===== src/rtl/bubble_buffer_writer_if.sv =====
// Command/payload handshake and outbuffer bit-write bus for bubble_buffer_writer.
// master: host side (drives START/PAGEMODE/DIN). slave: the writer itself.
interface bubble_buffer_writer_if;
  logic        START;
  logic        PAGEMODE;
  logic [7:0]  DIN;
  logic        DIN_VALID;
  logic        DIN_READY;
  logic [14:0] OUTBUFWADDR;
  logic        OUTBUFWCLK;
  logic        OUTBUFWDATA;
  logic        BUSY;
  logic        DONE;

  modport master (
    output START, PAGEMODE, DIN, DIN_VALID,
    input  DIN_READY, OUTBUFWADDR, OUTBUFWCLK, OUTBUFWDATA, BUSY, DONE
  );

  modport slave (
    input  START, PAGEMODE, DIN, DIN_VALID,
    output DIN_READY, OUTBUFWADDR, OUTBUFWCLK, OUTBUFWDATA, BUSY, DONE
  );
endinterface


===== src/rtl/bubble_buffer_writer.sv =====
// Bubble memory image writer: serializes a boot (480 B) or page (128 B) image
// into the outbuffer as 2-cycle bit writes, optionally surrounded by filler.
// Optional feature: define BUBBLE_WRITER_FILL_EN to emit the filler regions;
// without it the filler states last one cycle each and only payload is written.
//
// state     | meaning
// IDLE      | waiting for START
// FILL_PRE  | filler before the payload region
// LOAD      | accepting bytes and writing payload bits LSB first
// FILL_POST | filler after the payload region
// DONE      | one-cycle completion pulse
module bubble_buffer_writer (
  input  logic                  MCLK,
  input  logic                  RESET,
  bubble_buffer_writer_if.slave bus
);

`ifdef BUBBLE_WRITER_FILL_EN
  localparam bit FILL_EN = 1'b1;
`else
  localparam bit FILL_EN = 1'b0;
`endif

  // Bit addresses are {location, channel}, so region bounds are 2*location (+1).
  localparam logic [14:0] BOOT_FILL_BASE  = 15'd0;
  localparam logic [14:0] BOOT_PRE_END    = 15'd4105;
  localparam logic [14:0] BOOT_PAY_BASE   = 15'd4106;
  localparam logic [14:0] BOOT_POST_END   = 15'd8211;
  localparam logic [14:0] BOOT_ZERO_LO    = 15'd3974;
  localparam logic [14:0] BOOT_ZERO_HI    = 15'd4100;
  localparam logic [14:0] PAGE_FILL_BASE  = 15'd14336;
  localparam logic [14:0] PAGE_PRE_END    = 15'd14341;
  localparam logic [14:0] PAGE_PAY_BASE   = 15'd14342;
  localparam logic [14:0] PAGE_GAP_LAST   = 15'd15503;
  localparam logic [14:0] PAGE_TAIL_FIRST = 15'd16380;
  localparam logic [14:0] PAGE_POST_END   = 15'd16383;
  localparam logic [8:0]  BOOT_BYTES      = 9'd480;
  localparam logic [8:0]  PAGE_BYTES      = 9'd128;

  typedef enum logic [2:0] {S_IDLE, S_FILL_PRE, S_LOAD, S_FILL_POST, S_DONE} state_t;

  state_t      state_q, state_d;
  logic        page_q, page_d;
  logic [14:0] nxt_q, nxt_d;
  logic [14:0] waddr_q, waddr_d;
  logic        wdata_q, wdata_d;
  logic        wclk_q, wclk_d;
  logic        pa_q, pa_d;
  logic [7:0]  shreg_q, shreg_d;
  logic [3:0]  bits_q, bits_d;
  logic [8:0]  bytes_q, bytes_d;

  logic [14:0] pre_end, post_end, start_base, nxt_inc;
  logic [8:0]  total;
  logic        fill_bit, shreg_empty, ready, take;
  logic        pre_last, post_last, load_last;

  // Region bounds and handshake qualifiers derived from the latched image type.
  always_comb begin
    pre_end     = page_q ? PAGE_PRE_END : BOOT_PRE_END;
    post_end    = page_q ? PAGE_POST_END : BOOT_POST_END;
    total       = page_q ? PAGE_BYTES : BOOT_BYTES;
    if (FILL_EN) start_base = bus.PAGEMODE ? PAGE_FILL_BASE : BOOT_FILL_BASE;
    else         start_base = bus.PAGEMODE ? PAGE_PAY_BASE : BOOT_PAY_BASE;
    // Boot filler is 1 except ch0 of locations 1987-2050; page filler is all 0.
    fill_bit    = !page_q && !(!nxt_q[0] && nxt_q >= BOOT_ZERO_LO && nxt_q <= BOOT_ZERO_HI);
    // Page post-fill skips from location 7751 straight to 8190.
    nxt_inc     = (page_q && nxt_q == PAGE_GAP_LAST) ? PAGE_TAIL_FIRST : nxt_q + 15'd1;
    // Empty means no bits queued and no write phase in flight.
    shreg_empty = (bits_q == 4'd0) && !pa_q && !wclk_q;
    ready       = (state_q == S_LOAD) && shreg_empty && (bytes_q != total);
    take        = ready && bus.DIN_VALID;
    pre_last    = wclk_q && (waddr_q == pre_end);
    post_last   = wclk_q && (waddr_q == post_end);
    load_last   = wclk_q && (bits_q == 4'd0) && (bytes_q == total);
  end

  // State register.
  always_ff @(posedge MCLK) begin
    if (RESET) state_q <= S_IDLE;
    else       state_q <= state_d;
  end

  // Next-state logic; region ends are taken after the final phase B.
  always_comb begin
    state_d = state_q;
    case (state_q)
      S_IDLE:      if (bus.START) state_d = S_FILL_PRE;
      S_FILL_PRE:  if (!FILL_EN || pre_last) state_d = S_LOAD;
      S_LOAD:      if (load_last) state_d = S_FILL_POST;
      S_FILL_POST: if (!FILL_EN || post_last) state_d = S_DONE;
      S_DONE:      state_d = S_IDLE;
      default:     state_d = S_IDLE;
    endcase
  end

  // Datapath registers: write bus, shift register and counters.
  always_ff @(posedge MCLK) begin
    if (RESET) begin
      page_q  <= 1'b0;
      nxt_q   <= '0;
      waddr_q <= '0;
      wdata_q <= 1'b0;
      wclk_q  <= 1'b0;
      pa_q    <= 1'b0;
      shreg_q <= '0;
      bits_q  <= '0;
      bytes_q <= '0;
    end else begin
      page_q  <= page_d;
      nxt_q   <= nxt_d;
      waddr_q <= waddr_d;
      wdata_q <= wdata_d;
      wclk_q  <= wclk_d;
      pa_q    <= pa_d;
      shreg_q <= shreg_d;
      bits_q  <= bits_d;
      bytes_q <= bytes_d;
    end
  end

  // Datapath next values: phase A issues addr/data, phase B raises the write clock.
  always_comb begin
    page_d  = page_q;
    nxt_d   = nxt_q;
    waddr_d = waddr_q;
    wdata_d = wdata_q;
    wclk_d  = 1'b0;
    pa_d    = pa_q;
    shreg_d = shreg_q;
    bits_d  = bits_q;
    bytes_d = bytes_q;
    case (state_q)
      S_IDLE: begin
        if (bus.START) begin
          page_d  = bus.PAGEMODE;
          nxt_d   = start_base;
          pa_d    = 1'b0;
          bits_d  = '0;
          bytes_d = '0;
        end
      end
      S_FILL_PRE, S_FILL_POST: begin
        if (FILL_EN) begin
          if (pa_q) begin
            wclk_d = 1'b1;
            pa_d   = 1'b0;
          end else if (!((state_q == S_FILL_PRE) ? pre_last : post_last)) begin
            waddr_d = nxt_q;
            wdata_d = fill_bit;
            pa_d    = 1'b1;
            nxt_d   = nxt_inc;
          end
        end
      end
      S_LOAD: begin
        if (pa_q) begin
          wclk_d = 1'b1;
          pa_d   = 1'b0;
          bits_d = bits_q - 4'd1;
        end else if (wclk_q && bits_q != 4'd0) begin
          waddr_d = nxt_q;
          wdata_d = shreg_q[0];
          shreg_d = {1'b0, shreg_q[7:1]};
          pa_d    = 1'b1;
          nxt_d   = nxt_q + 15'd1;
        end else if (take) begin
          waddr_d = nxt_q;
          wdata_d = bus.DIN[0];
          shreg_d = {1'b0, bus.DIN[7:1]};
          bits_d  = 4'd8;
          pa_d    = 1'b1;
          nxt_d   = nxt_q + 15'd1;
          bytes_d = bytes_q + 9'd1;
        end
      end
      default: ;
    endcase
  end

  // Output decode.
  always_comb begin
    bus.DIN_READY   = ready;
    bus.OUTBUFWADDR = waddr_q;
    bus.OUTBUFWDATA = wdata_q;
    bus.OUTBUFWCLK  = wclk_q;
    bus.BUSY        = (state_q != S_IDLE);
    bus.DONE        = (state_q == S_DONE);
  end

endmodule


===== src/flat_wrapper.sv =====
// flat-port wrapper written by rule: the top's interface ports become plain ports
module bubble_buffer_writer_flat 
  (MCLK, RESET, bus_START, bus_PAGEMODE, bus_DIN, bus_DIN_VALID, bus_DIN_READY, bus_OUTBUFWADDR, bus_OUTBUFWCLK, bus_OUTBUFWDATA, bus_BUSY, bus_DONE);
  bubble_buffer_writer_if bus_i ();
  input  logic MCLK;
  input  logic RESET;
  input wire logic [$bits(bus_i.START)-1:0] bus_START;
  input wire logic [$bits(bus_i.PAGEMODE)-1:0] bus_PAGEMODE;
  input wire logic [$bits(bus_i.DIN)-1:0] bus_DIN;
  input wire logic [$bits(bus_i.DIN_VALID)-1:0] bus_DIN_VALID;
  output wire logic [$bits(bus_i.DIN_READY)-1:0] bus_DIN_READY;
  output wire logic [$bits(bus_i.OUTBUFWADDR)-1:0] bus_OUTBUFWADDR;
  output wire logic [$bits(bus_i.OUTBUFWCLK)-1:0] bus_OUTBUFWCLK;
  output wire logic [$bits(bus_i.OUTBUFWDATA)-1:0] bus_OUTBUFWDATA;
  output wire logic [$bits(bus_i.BUSY)-1:0] bus_BUSY;
  output wire logic [$bits(bus_i.DONE)-1:0] bus_DONE;
  assign bus_i.START = bus_START;
  assign bus_i.PAGEMODE = bus_PAGEMODE;
  assign bus_i.DIN = bus_DIN;
  assign bus_i.DIN_VALID = bus_DIN_VALID;
  assign bus_DIN_READY = bus_i.DIN_READY;
  assign bus_OUTBUFWADDR = bus_i.OUTBUFWADDR;
  assign bus_OUTBUFWCLK = bus_i.OUTBUFWCLK;
  assign bus_OUTBUFWDATA = bus_i.OUTBUFWDATA;
  assign bus_BUSY = bus_i.BUSY;
  assign bus_DONE = bus_i.DONE;
  bubble_buffer_writer u_core (.MCLK(MCLK), .RESET(RESET), .bus(bus_i));
endmodule

===== config.mk =====
export PLATFORM = sky130hd
export DESIGN_NAME = bubble_buffer_writer_flat
export DESIGN_NICKNAME = d
export VERILOG_FILES = /design/src/rtl/bubble_buffer_writer_if.sv /design/src/rtl/bubble_buffer_writer.sv /design/src/flat_wrapper.sv
export SDC_FILE = /design/constraint.sdc
export NUM_CORES = 1
export LEC_CHECK = 0
export CORE_UTILIZATION = 45
export CTS_CLUSTER_SIZE = 28
export DETAILED_ROUTE_END_ITERATION = 7
export PLACE_DENSITY = 0.67
export SLEW_MARGIN = 20
export SYNTH_ARGS = -nofsm -noshare
export SYNTH_HDL_FRONTEND = slang
export SYNTH_SLANG_ARGS = --single-unit

===== constraint.sdc =====
create_clock -name MCLK -period 4.01 [get_ports MCLK]
set_clock_uncertainty 0.15 [all_clocks]
set_input_delay 0.6015 -clock MCLK [delete_from_list [all_inputs] [get_ports MCLK]]
set_output_delay 0.6015 -clock MCLK [all_outputs]
set_load 0.02 [all_outputs]

==> impl_metrics.py <==
metrics = {
    "worst_setup_path": {
        "crit_path_max_incr_delay_ps": 650,
        "startpoint": "u_core.bytes_q[0]",
        "path_class": "flop to output port",
        "cp_top_family": "buffers and inverters",
        "endpoint_kind": "output port",
        "critPathCapture": "bus_DIN_READY",
        "ff2ff_path_depth": 7,
        "cp_data_required_time_ps": 3260,
        "worstReg2RegStart": "u_core.bits_q[0]",
        "crit_buf_inv": 2,
        "cp.arrival_ps": 2380,
        "cp_slowest_cell": "clkdlybuf4s50_1",
        "start_kind": "flop",
        "cp_cell_sequence": "inv_1 -> ha_1 -> nor2b_1 -> o2111a_1 -> nor4_1 -> clkdlybuf4s50_1",
        "cp_num_cells": 6,
        "reg2reg_to": "u_core.nxt_q[5]",
        "reg2reg_slack_ps": 1080,
        "crit_fanout": 12,
    },
    "timing": {
        "layout_min_cycle_time_ps": 3130,
        "slew_viol_final": 0,
        "period_share_pct": 78.0,
        "rsz0062_at_grt": "false",
        "tns_ps": 0,
        "setup_viol": 0,
        "worst_slack_ps": 881,
        "hold_viol_final": 0,
        "relSlewSlack_pct": 44.8,
        "fmax_ghz": 0.320,
        "worst_slew_pin_slew_ps": 828,
    },
    "die": {
        "die_area_sq_um": 6480,
        "ios": 33,
        "die-width_um": 80.5,
        "initial_core_util_pct": 46.8,
        "rows": 28,
        "die_h_um": 80.5,
        "core-area_sq_um": 5920,
    },
    "clock_network": {
        "cts_buffer_depth": 2,
        "cts-buffers-inserted": 9,
        "post-cts-setup-buffer-count": 0,
        "cts_resized": 0,
        "clk_latency_ps": 340,
        "clk_pin_slew_ps": 70,
        "cts_sinks": 57,
        "cts_hold_buf": 0,
        "cts_tree": "built",
        "ctsHtreeMaxLevel": 3,
        "ctsRootBufferMaster": "clkbuf_8",
    },
    "power_and_ir_drop": {
        "p_seq_share_pct": 46.8,
        "switching_power_mw": 0.344,
        "clkPwrFrac_pct": 41.7,
        "p_int_mw": 0.943,
        "peakVddDrop_mv": 0.191,
        "power_density_nw_per_um2": 390,
        "netSwitchingFraction_pct": 26.8,
        "power.leakage_nw": 1.11,
        "combinationalPowerShare_pct": 11.5,
    },
    "synth": {
        "synthesis.nets": 367,
        "synthesis.area_sq_um": 2770,
        "ys.flop_type": "dfxtp_1",
        "async_flop_share_pct": 0,
        "ys_ff_latch": 57,
        "postSynthAreaPerCell_sq_um": 7.94,
        "synth_edf_count": 0,
        "ys_types": 53,
        "yosys_warnings": 0,
        "synth-seq-area-share_pct": 41.2,
        "syn_inst": 349,
    },
    "global_route": {
        "track_usage_pct": 21.6,
        "grt_max_degree": 31,
        "grt_pass1_vias": 2320,
        "antenna_found_initial": 0,
        "grt_pass1_wl_um": 10800,
        "grt_overflow_total": 0,
    },
    "place": {
        "io_buffers": 32,
        "place_congestion": 0.855,
        "hpwl_um": 4330,
        "pre_cts_ws_ps": 941,
    },
    "flow_run": {
        "drv_cap": 0,
    },
    "cells_and_area": {
        "area.growth.synth_to_final_pct": 19.2,
        "seqCellArea_sq_um": 1140,
        "nFillCells": 562,
        "drive_gt1_share_pct": 6.84,
        "layout.nets": 393,
        "post-route-util_pct": 55.8,
        "antenna_cells": 0,
        "multi_input_area_sq_um": 1510,
    },
    "route": {
        "wire_per_inst_um": 14.7,
        "postRouteAntennaNets": 0,
        "drt_pre_antenna_iters": 4,
        "drt-total-wl_um": 6670,
        "drtIter0Drc": 142,
        "vias": 2673,
        "drc": 0,
        "routed_via_density": 5.87,
    },
    "min_path": {
        "holdPathStages": 2,
        "hold_class": "flop to flop",
    },
    "run_status": {
        "status": "finished, final reports clean",
    },
}
==> power groups by stage <==
stage / registers (mW) / clock network [mW] / logic, mW
CTS: 0.603 / 0.544 / 0.148
global route: 0.606 / 0.571 / 0.163
global placement: 0.615 / 0 / 0.145
floorplan: 0.609 / 0 / 0.103
detailed placement: 0.615 / 0 / 0.147
finish: 0.603 / 0.536 / 0.148
==> synthesized netlist by cell type (all sizes together) (5+ instances only) <==
cell type	n	share of area, %
clkbuf	13	1.8
nor2b	6	1.4
nand3	12	2.3
a311oi	14	4.4
ha	5	2.3
a31oi	5	1.1
dfxtp	57	41
nor2	28	3.8
buf	8	1.7
nand2	65	8.8
nor3	13	2.3
o21ai	25	4.5
nand4	5	1.1
a21oi	30	5.4
inv	6	0.81
==> worst min-delay path, cell delays in order (launching register included) <==
cell and delay, ps:
dfxtp_1 310, nand2_1 50, a21oi_1 50
==> logic make-up (layout without fill, tap and decap cells) <==
logic type / Yosys count / after routing / share of synthesized area (%)
xor+xnor: 1 / 1 / 0.316
mux: 2 / 2 / 0.722
simple gates: 156 / 156 / 27.6
buf+inv: 28 / 59 / 4.42
fa+ha+maj: 5 / 5 / 2.26
flops: 57 / 57 / 41.2
compound gates: 100 / 100 / 23.6
==> through the flow <==
stage	cell area, sq um	cells	power, mW	hold WS [ps]
global placement	3120	439	0.761	296
finish	3300	455	1.29	303
detailed placement	3120	439	0.762	298
floorplan	2770	349	0.712	287
global route	3300	455	1.34	332
CTS	3300	455	1.29	307
==> state kept, by name, indices dropped and copies added (netlist names) <==
signal / count
u_core.bus.OUTBUFWCLK: 1
u_core.bytes_q: 9
u_core.page_q: 1
u_core.state_q: 3
u_core.bits_q: 4
u_core.pa_q: 1
u_core.bus.OUTBUFWDATA: 1
u_core.bus.OUTBUFWADDR: 15
u_core.nxt_q: 15
u_core.shreg_q: 7
==> how the worst min path moves through the flow <==
stage                                     startpoint                         end  slack (ps)
after global placement     u_core.bus.OUTBUFWADDR[1]   u_core.bus.OUTBUFWADDR[1]         300
after CTS                 u_core.bus.OUTBUFWADDR[14]  u_core.bus.OUTBUFWADDR[14]         310
after detailed placement  u_core.bus.OUTBUFWADDR[14]  u_core.bus.OUTBUFWADDR[14]         300
after global routing      u_core.bus.OUTBUFWADDR[14]  u_core.bus.OUTBUFWADDR[14]         330
after floorplan                     u_core.nxt_q[14]  u_core.bus.OUTBUFWADDR[14]         290
final                      u_core.bus.OUTBUFWADDR[8]   u_core.bus.OUTBUFWADDR[8]         300
==> layout by cell type, fill, tap and decap left out, types with 2 or more instances in the layout <==
cell,instances
and2_1,3
nand3_1,11
dfxtp_1,57
buf_4,4
a41oi_1,2
or2_2,2
nand4_1,5
a21oi_1,30
mux2i_1,2
clkdlybuf4s50_1,31
nor2b_1,6
nor3_1,13
o211ai_1,4
nor4_1,2
and4_1,2
nor2_1,28
a211oi_1,4
nand2_1,65
clkbuf_1,3
and3_1,4
and4b_1,2
nor3b_1,4
ha_1,5
nor4b_1,3
o21ai_0,24
inv_1,6
o31a_1,2
a311oi_1,14
a31oi_1,5
clkinv_2,2
or4_1,2
clkbuf_8,10
==> routing by layer <==
layer	routed length, um	global-route usage (%)	share of wire, %	vias up
li1	-	-	-	1324
met1	3380	29.7	51	1269
met2	2860	31.9	43	70
met3	325	3.64	4.9	10
met4	102	12.0	1.5	0
met5	0	0	0	-
==> layout make-up <==
type | count | share of cell area [%]
Sequential cell | 57 | 34.5
Tap cell | 75 | 2.84
Multi-Input combinational cell | 264 | 45.7
Timing Repair Buffer | 36 | 10.5
Clock inverter | 3 | 1.21
Inverter | 7 | 0.795
Clock buffer | 13 | 4.51
(Power assumes the default switching activity.)
